File: src/rtl/id_hazard_ctrl_pkg.sv
// Shared opcode constants, forwarding-select encodings and readiness defaults
// for the ID-stage hazard controller.
package id_hazard_ctrl_pkg;

  localparam logic [6:0] OPC_LUI    = 7'b0110111;
  localparam logic [6:0] OPC_AUIPC  = 7'b0010111;
  localparam logic [6:0] OPC_JAL    = 7'b1101111;
  localparam logic [6:0] OPC_JALR   = 7'b1100111;
  localparam logic [6:0] OPC_BRANCH = 7'b1100011;
  localparam logic [6:0] OPC_LOAD   = 7'b0000011;
  localparam logic [6:0] OPC_STORE  = 7'b0100011;
  localparam logic [6:0] OPC_OPIMM  = 7'b0010011;
  localparam logic [6:0] OPC_OP     = 7'b0110011;

  localparam int FWD_SEL_RF     = 0;
  localparam int ALU_READY_DEF  = 1;
  localparam int LOAD_READY_DEF = 2;

  typedef struct packed {
    logic       valid;
    logic [4:0] rd;
    logic       is_load;
  } trk_entry_t;

endpackage

File: src/rtl/id_hazard_ctrl_inst_reg_use.sv
// Combinational register-usage decoder: which of rd/rs1/rs2 an instruction
// touches, and whether its result comes from memory.
module inst_reg_use
  import id_hazard_ctrl_pkg::*;
(
  input  logic [31:0] i_inst,
  output logic [4:0]  o_rd,
  output logic [4:0]  o_rs1,
  output logic [4:0]  o_rs2,
  output logic        o_writes_rd,
  output logic        o_reads_rs1,
  output logic        o_reads_rs2,
  output logic        o_is_load
);

  logic [6:0] w_opc;
  logic       w_unused_funct;

  assign w_opc          = i_inst[6:0];
  assign o_rd           = i_inst[11:7];
  assign o_rs1          = i_inst[19:15];
  assign o_rs2          = i_inst[24:20];
  assign w_unused_funct = ^{i_inst[31:25], i_inst[14:12]};

  always_comb begin
    o_writes_rd = 1'b0;
    o_reads_rs1 = 1'b0;
    o_reads_rs2 = 1'b0;
    o_is_load   = 1'b0;
    case (w_opc)
      OPC_OP:     begin o_writes_rd = 1'b1; o_reads_rs1 = 1'b1; o_reads_rs2 = 1'b1; end
      OPC_OPIMM:  begin o_writes_rd = 1'b1; o_reads_rs1 = 1'b1; end
      OPC_LOAD:   begin o_writes_rd = 1'b1; o_reads_rs1 = 1'b1; o_is_load = 1'b1; end
      OPC_STORE:  begin o_reads_rs1 = 1'b1; o_reads_rs2 = 1'b1; end
      OPC_BRANCH: begin o_reads_rs1 = 1'b1; o_reads_rs2 = 1'b1; end
      OPC_JALR:   begin o_writes_rd = 1'b1; o_reads_rs1 = 1'b1; end
      OPC_JAL,
      OPC_LUI,
      OPC_AUIPC:  o_writes_rd = 1'b1;
      default:    ;
    endcase
  end

endmodule

File: src/rtl/id_hazard_ctrl.sv
// ID-stage RAW hazard detection and forwarding-select generation, with a
// shadow tracker of destination registers in the post-ID stages.
module id_hazard_ctrl
  import id_hazard_ctrl_pkg::*;
#(
  parameter int DEPTH      = 3,
  parameter int ALU_READY  = ALU_READY_DEF,
  parameter int LOAD_READY = LOAD_READY_DEF,
  parameter int CNT_W      = 32,
  localparam int SEL_W     = $clog2(DEPTH + 1)
) (
  input  logic             clk,
  input  logic             rst,
  input  logic [31:0]      id_inst,
  input  logic             id_valid,
  input  logic             backend_stall,
  input  logic             flush,
  output logic             hazard_stall,
  output logic [SEL_W-1:0] fwd_rs1_sel,
  output logic [SEL_W-1:0] fwd_rs2_sel,
  output logic             issue,
  output logic [CNT_W-1:0] stall_count
);

  trk_entry_t       r_trk [DEPTH];
  logic [CNT_W-1:0] r_stall_cnt;

  logic [4:0] w_rd, w_rs1, w_rs2;
  logic       w_writes_rd, w_reads_rs1, w_reads_rs2, w_is_load;
  logic       w_haz1, w_haz2;

  inst_reg_use u_dec (
    .i_inst      (id_inst),
    .o_rd        (w_rd),
    .o_rs1       (w_rs1),
    .o_rs2       (w_rs2),
    .o_writes_rd (w_writes_rd),
    .o_reads_rs1 (w_reads_rs1),
    .o_reads_rs2 (w_reads_rs2),
    .o_is_load   (w_is_load)
  );

  // Scan oldest to youngest so the lowest matching index is the last assignment.
  always_comb begin
    fwd_rs1_sel = SEL_W'(FWD_SEL_RF);
    fwd_rs2_sel = SEL_W'(FWD_SEL_RF);
    w_haz1      = 1'b0;
    w_haz2      = 1'b0;
    for (int k = DEPTH - 1; k >= 0; k--) begin
      if (r_trk[k].valid && w_reads_rs1 && (w_rs1 != 5'd0) && (r_trk[k].rd == w_rs1)) begin
        if (k >= (r_trk[k].is_load ? LOAD_READY : ALU_READY)) begin
          fwd_rs1_sel = SEL_W'(k + 1);
          w_haz1      = 1'b0;
        end else begin
          fwd_rs1_sel = SEL_W'(FWD_SEL_RF);
          w_haz1      = 1'b1;
        end
      end
      if (r_trk[k].valid && w_reads_rs2 && (w_rs2 != 5'd0) && (r_trk[k].rd == w_rs2)) begin
        if (k >= (r_trk[k].is_load ? LOAD_READY : ALU_READY)) begin
          fwd_rs2_sel = SEL_W'(k + 1);
          w_haz2      = 1'b0;
        end else begin
          fwd_rs2_sel = SEL_W'(FWD_SEL_RF);
          w_haz2      = 1'b1;
        end
      end
    end
  end

  assign hazard_stall = id_valid & ~flush & (w_haz1 | w_haz2);
  assign issue        = id_valid & ~flush & ~hazard_stall & ~backend_stall;
  assign stall_count  = r_stall_cnt;

  always_ff @(posedge clk) begin
    if (rst) begin
      for (int k = 0; k < DEPTH; k++) r_trk[k] <= '0;
      r_stall_cnt <= '0;
    end else begin
      if (!backend_stall) begin
        for (int k = DEPTH - 1; k > 0; k--) r_trk[k] <= r_trk[k-1];
        r_trk[0].valid   <= issue & w_writes_rd;
        r_trk[0].rd      <= w_rd;
        r_trk[0].is_load <= w_is_load;
        if (hazard_stall && (r_stall_cnt != {CNT_W{1'b1}}))
          r_stall_cnt <= r_stall_cnt + CNT_W'(1);
      end
    end
  end

endmodule
File: config.mk
export PLATFORM = sky130hd
export DESIGN_NAME = id_hazard_ctrl
export DESIGN_NICKNAME = d
export VERILOG_FILES = /design/src/rtl/id_hazard_ctrl_pkg.sv /design/src/rtl/id_hazard_ctrl_inst_reg_use.sv /design/src/rtl/id_hazard_ctrl.sv
export SDC_FILE = /design/constraint.sdc
export NUM_CORES = 1
export LEC_CHECK = 0
export BUFFER_PORTS_ARGS = -buffer_cell sky130_fd_sc_hd__buf_2
export CAP_MARGIN = 10
export CORE_UTILIZATION = 41
export DETAILED_ROUTE_END_ITERATION = 10
export GPL_ROUTABILITY_DRIVEN = 1
export PLACE_DENSITY_LB_ADDON = 0.12
export SLEW_MARGIN = 20
export SYNTH_ARGS = -nofsm -noshare
export SYNTH_HDL_FRONTEND = slang
export SYNTH_SLANG_ARGS = --single-unit
File: constraint.sdc
create_clock -name clk -period 6.5 [get_ports clk]
set_clock_uncertainty 0.2 [all_clocks]
set_input_delay 0.975 -clock clk [delete_from_list [all_inputs] [get_ports clk]]
set_output_delay 0.975 -clock clk [all_outputs]
set_load 0.1 [all_outputs]
======== Word-level counts from Yosys, hierarchy flattened ========
Memory sizes are Yosys's and may differ from the RTL's.
Index checks and enable logic that the tools add are counted.
storage, ports and cells
  register bits after elaboration ......... 32
  latch bits .............................. 0
  input bits .............................. 37
  logic and storage cells ................. 96
  bits in read-only memories .............. 0
  bits in writable memories ............... 21
  memories ................................ 1
memory list
  memory  words  width  rd ports  clocked after memory_dff  write ports  line                  source
  r_trk   3      7      3         0                         3            id_hazard_ctrl.sv:25  trk_entry_t r_trk [DEPTH];
operators by class
  bitwise gates (word level) .............. 14
  reductions and logical operators ........ 25
  $lt $le $gt $ge ......................... 3
  div/mod/pow operators ................... 0
  shift operators ......................... 0
  add/sub/neg operators ................... 1
  mux-type cells .......................... 35
  multiply operators ...................... 0
  equality and inequality tests ........... 16
operators by type and width
  operator                                                                            number
  32-bit by 1-bit adder with 32-bit output, second input constant                     1
  32-bit != test, second input constant                                               1
  5-bit == test                                                                       6
  2-bit two-way mux                                                                   11
  7-bit by 6-bit == test with 1-bit output, second input constant                     3
  7-bit == test, second input constant                                                3
  1-bit two-way mux                                                                   21
  1-bit logical AND                                                                   19
  7-bit by 5-bit == test with 1-bit output, second input constant                     2
  7-bit two-way mux                                                                   2
  5-bit nonzero test                                                                  2
  7-bit by 2-bit == test with 1-bit output, second input constant                     1
  7-bit OR reduction                                                                  1
  1-bit bitwise OR                                                                    6
  6-bit OR reduction                                                                  1
  1-bit bitwise AND                                                                   5
  5-bit two-way mux                                                                   1
  1-bit by 2-bit greater-or-equal comparator with 1-bit output, first input constant  2
  1-bit NOT                                                                           3
  3-bit OR reduction                                                                  1
  2-bit greater-or-equal comparator, first input constant                             1
  2-bit AND reduction                                                                 1

======== Longest topological paths before layout ========
  depth in word-level cells ............... 16
  gate-level depth with buffers ........... 11
  mapped depth without buffers ............ 7

======== Hierarchy ========
A second synthesis with hierarchy kept.
second synthesis, totals
  cell total of the unflattened synthesis .. 327
  area, all modules ....................... 2995.4 um^2
by module, submodules not included
  module          times used  cells an instance  area an instance (um^2)  seq. area each (um^2)
  id_hazard_ctrl  1           301                2785.2                   1241.2
  inst_reg_use    1           26                 210.2                    0.0

======== Least setup slack after synthesis ========
No wires, ideal clock.
  path type ............................... input -> output
  start point ............................. input id_inst[21]
  end point ............................... output fwd_rs2_sel[1]
  slack ................................... 1.706 ns
  stages on the path ...................... 5
  arrival ................................. 3.619 ns
  cells stage by stage .................... or4_1 -> o211ai_2 -> nor3_1 -> or3_1 -> a21oi_1
on the way
  word-level cells in the longest chain between the ends .. 6
RTL lines
  element                          line                  source
  from (decl)                      id_hazard_ctrl.sv:14  input logic [31:0] id_inst,
  5-bit nonzero test               id_hazard_ctrl.sv:59  if (r_trk[k].valid && w_reads_rs2 && (w_rs2 != 5'd0) && (r_trk[k].rd == w_rs2)) begin
  1-bit logical AND (2 in series)  id_hazard_ctrl.sv:59
  2-bit two-way mux (2 in series)  id_hazard_ctrl.sv:59
  2-bit two-way mux (*)            id_hazard_ctrl.sv:59
  to (decl)                        id_hazard_ctrl.sv:20  output logic [SEL_W-1:0] fwd_rs2_sel,
Every way passes the cells marked *; elsewhere a longest branch is shown, timed or not.

======== Final worst setup path ========
Same ends and word-level chain as after synthesis.

==> key figures <==
CTS
  • Post-CTS Resized: 0
  • Clk pin slew, worst setup/hold paths: approximately 0.09 ns
  • Root Buffer: clkbuf_8
  • Clock latency at the later pin of the worst-skew pair: slightly above 0.3 ns
  • Number of CTS-inserted buffers: 5
  • Hold_buf cts: 0
  • Clock sink count: 52
  • CTS Buffer Depth: 2
  • CTS tree: done
  • Setup Fix Bufs, Post-CTS: 0
  • H-tree depth: 2

Yosys
  • Synth cell types: 46
  • Post-synth top area share: 22.0%
  • Most area-consuming cells after synthesis: dfxtp_1, edfxtp_1, xor2_1, a21oi_1, xnor2_1
  • Syn_nets: approximately 350
  • Post-synth top area cell: dfxtp_1
  • Async SR Flop Fraction: 0%
  • Syn avg cell area: 9.23 um^2
  • Sequential share of the synthesized area: a little over two fifths
  • YS warnings: 0
  • Synth Register Bits: 52
  • Post-synth EDFFs: 20
  • Post-Syn Area: 2920 um^2
  • Cell count after synthesis: approximately 320
  • Top_reg_cell synth: dfxtp_1

Setup path
  • Startpoint Class: primary input
  • Crit end category: output port
  • Worst reg2reg endpoint: stall_count[11]
  • Cells on worst reg2reg path: 8
  • Arrival time worst endpoint: between 2 and 3 ns
  • FF-to-FF setup slack: approximately 3.4 ns
  • Crit Path Max Fanout: 4
  • Crit Reg-Reg Startpoint: r_trk[0][8]
  • Worst path required time: 5.32 ns
  • WS Path Type: primary input to output port

STA
  • Max_slew headroom: a little over a third
  • Setup TNS: 0 ns
  • Fin. max-slew vios: 0
  • Measured slew at the worst slew-check pin: 0.972 ns
  • F_max: about 250 MHz
  • RSZ-0062 raised after global routing: no
  • Hold Fails Final Rpt: 0
  • Fin Hold WS: 0.313 ns
  • Minimum clock period: a little over 4 ns
  • Post-route clock period utilization: 62.7%
  • Final setup fails: 0

Detailed routing
  • Vias per cell: ~5.2
  • DR iter-0 viols: between 100 and 150
  • Drt first pass iters: 4
  • DRC: 0
  • Detail Route Antenna Nets: 0
  • Via count: around 2.5k
  • WL final: about 6500 um
  • WL per Instance: between 10 and 15 um

Global route
  • Largest net degree at the start of global routing: 43
  • Antenna violations before repair: 0
  • GRT Total Usage: ~18%
  • Global-route wire length before repair: 10400 um
  • Number of global-route vias before repair: approximately 2.2k
  • GRT overflow: 0

Placement
  • PortBufs: 64
  • Post-DP HPWL: around 4700 um
  • Final Wtd Congestion: about 0.83

Hold path
  • Worst Hold Class: register to register
  • Worst Hold End: stall_count[3]
  • Worst hold start: stall_count[3]
  • Min-Delay Path Depth: 2

Power and ir drop
  • Clock power share: 30.5%
  • Power Density: 174 nW/um^2
  • Leak pwr: approximately 1.3 nW
  • Seq pwr share: 60.6%
  • Switching share of power: roughly a quarter
  • Maximum VDD drop: between 0.00007 and 0.00008 V
  • Switching power of the nets: between 100 and 150 uW
  • Combinational power share: around 9%
  • Internal: around 440 uW

Die
  • Core area: 6830 um^2
  • Area of the die: between 7000 and 8000 um^2
  • I/O pin cnt: 75
  • Die Height: 86.3 um
  • Row cnt: 30
  • Die W: about 86 um
  • Initial Utilization: 42.7%

Run
  • Max-cap violations: 0

Finish
  • Filler cell count: ~700
  • Layout area overhead: 15.4%
  • Final #Nets: 413
  • Share of cells above drive strength 1: about 23%
  • # diodes: 0

Run status
  • Status: completed
## worst max-delay path, stage by stage
cell	delay, ns
buf_2	0.13
or4_1	0.54
o211ai_2	0.22
nor3_1	0.10
or3_1	0.37
a21oi_1	0.13
buf_2	0.43
## state kept, by name, summed over array words and instances, names as in the netlist
name and cells:
stall_count 32, r_trk 20
## cell type report
type,count,area (um^2),area share (%)
clock buffer,5,68.8,2.04
multi-input combinational,244,1570,46.6
tap,96,120,3.57
sequential,52,1240,36.9
inverter,7,26.3,0.780
timing repair buffer,65,328,9.74
clock inverter,3,13.8,0.409
## layout by cell type (no fill, tap or decap), drive strengths merged, types with 3 or more instances in the layout
cell type / count
xor2: 17
nand2b: 3
dfxtp: 32
buf: 65
nor4: 6
o31ai: 6
inv: 7
nand2: 12
clkbuf: 5
or3: 19
or4: 8
nor2: 23
nand3: 12
nor2b: 4
nand4: 16
mux2: 6
xnor2: 14
nor3: 9
edfxtp: 20
o21ai: 20
and3: 5
a21oi: 27
and2: 19
## worst max path at each step
stage / end / from / depth (start not counted)
after floorplan: fwd_rs2_sel[1] / id_inst[21] / 5
after global placement: fwd_rs2_sel[1] / id_inst[21] / 7
after global routing: fwd_rs2_sel[1] / id_inst[21] / 7
after detailed placement: stall_count[27] / id_inst[21] / 9
final: fwd_rs2_sel[1] / id_inst[21] / 7
after CTS: fwd_rs2_sel[1] / id_inst[21] / 7
## synthesized netlist by cell type, types with 2 or more instances
master,n
a21oi_1,26
and2_1,18
and3_1,4
and3b_1,2
and4_1,2
buf_6,4
clkbuf_1,7
dfxtp_1,32
edfxtp_1,20
inv_1,7
mux2_1,6
nand2_1,12
nand2b_1,3
nand3_1,12
nand4_1,15
nor2_1,23
nor2b_1,4
nor3_1,9
nor4_1,4
nor4_2,2
o21ai_0,11
o21ai_1,9
o31ai_1,6
or2_2,2
or3_1,19
or4_1,8
xnor2_1,14
xor2_1,17
## power by group through the flow
stage | combinational (mW) | clock, mW | sequential, mW
3_5_place_dp | 0.0527 | 0 | 0.363
2_1_floorplan | 0.0334 | 0 | 0.361
4_1_cts | 0.0529 | 0.184 | 0.356
6_report | 0.0522 | 0.179 | 0.355
5_1_grt | 0.0582 | 0.199 | 0.357
3_3_place_gp | 0.0512 | 0 | 0.363
## routing by layer
metal | track usage (%) | routed length (um) | part of all wire [%]
met2 | 31.4 | 3180 | 49
met5 | 0 | 0 | 0
met3 | 3.71 | 211 | 3.3
met1 | 22.2 | 3020 | 47
met4 | 4.55 | 71 | 1.1
## stage by stage
stage / std cells / power, mW / cell area [um^2] / utilization [%] / setup WS, ns
CTS: 472 / 0.592 / 3360 / 49.2 / 2.42
global route: 472 / 0.614 / 3370 / 49.3 / 2.32
finish: 472 / 0.587 / 3370 / 49.3 / 2.42
global placement: 464 / 0.414 / 3280 / 48.0 / 2.43
floorplan: 316 / 0.394 / 2920 / - / 1.71
detailed placement: 464 / 0.416 / 3280 / 48.0 / 2.41
## logic make-up (layout without fill, tap and decap cells)
logic type / Yosys count / count (layout) / synth area share (%)
mux: 7 / 7 / 2.66
buf+inv: 20 / 80 / 3.78
compound gates: 59 / 59 / 11.6
xor+xnor: 31 / 31 / 9.31
simple gates: 146 / 146 / 29.7
flops: 52 / 52 / 42.6
fa+ha+maj: 1 / 1 / 0.429
Power figures use the tool's default switching activity.
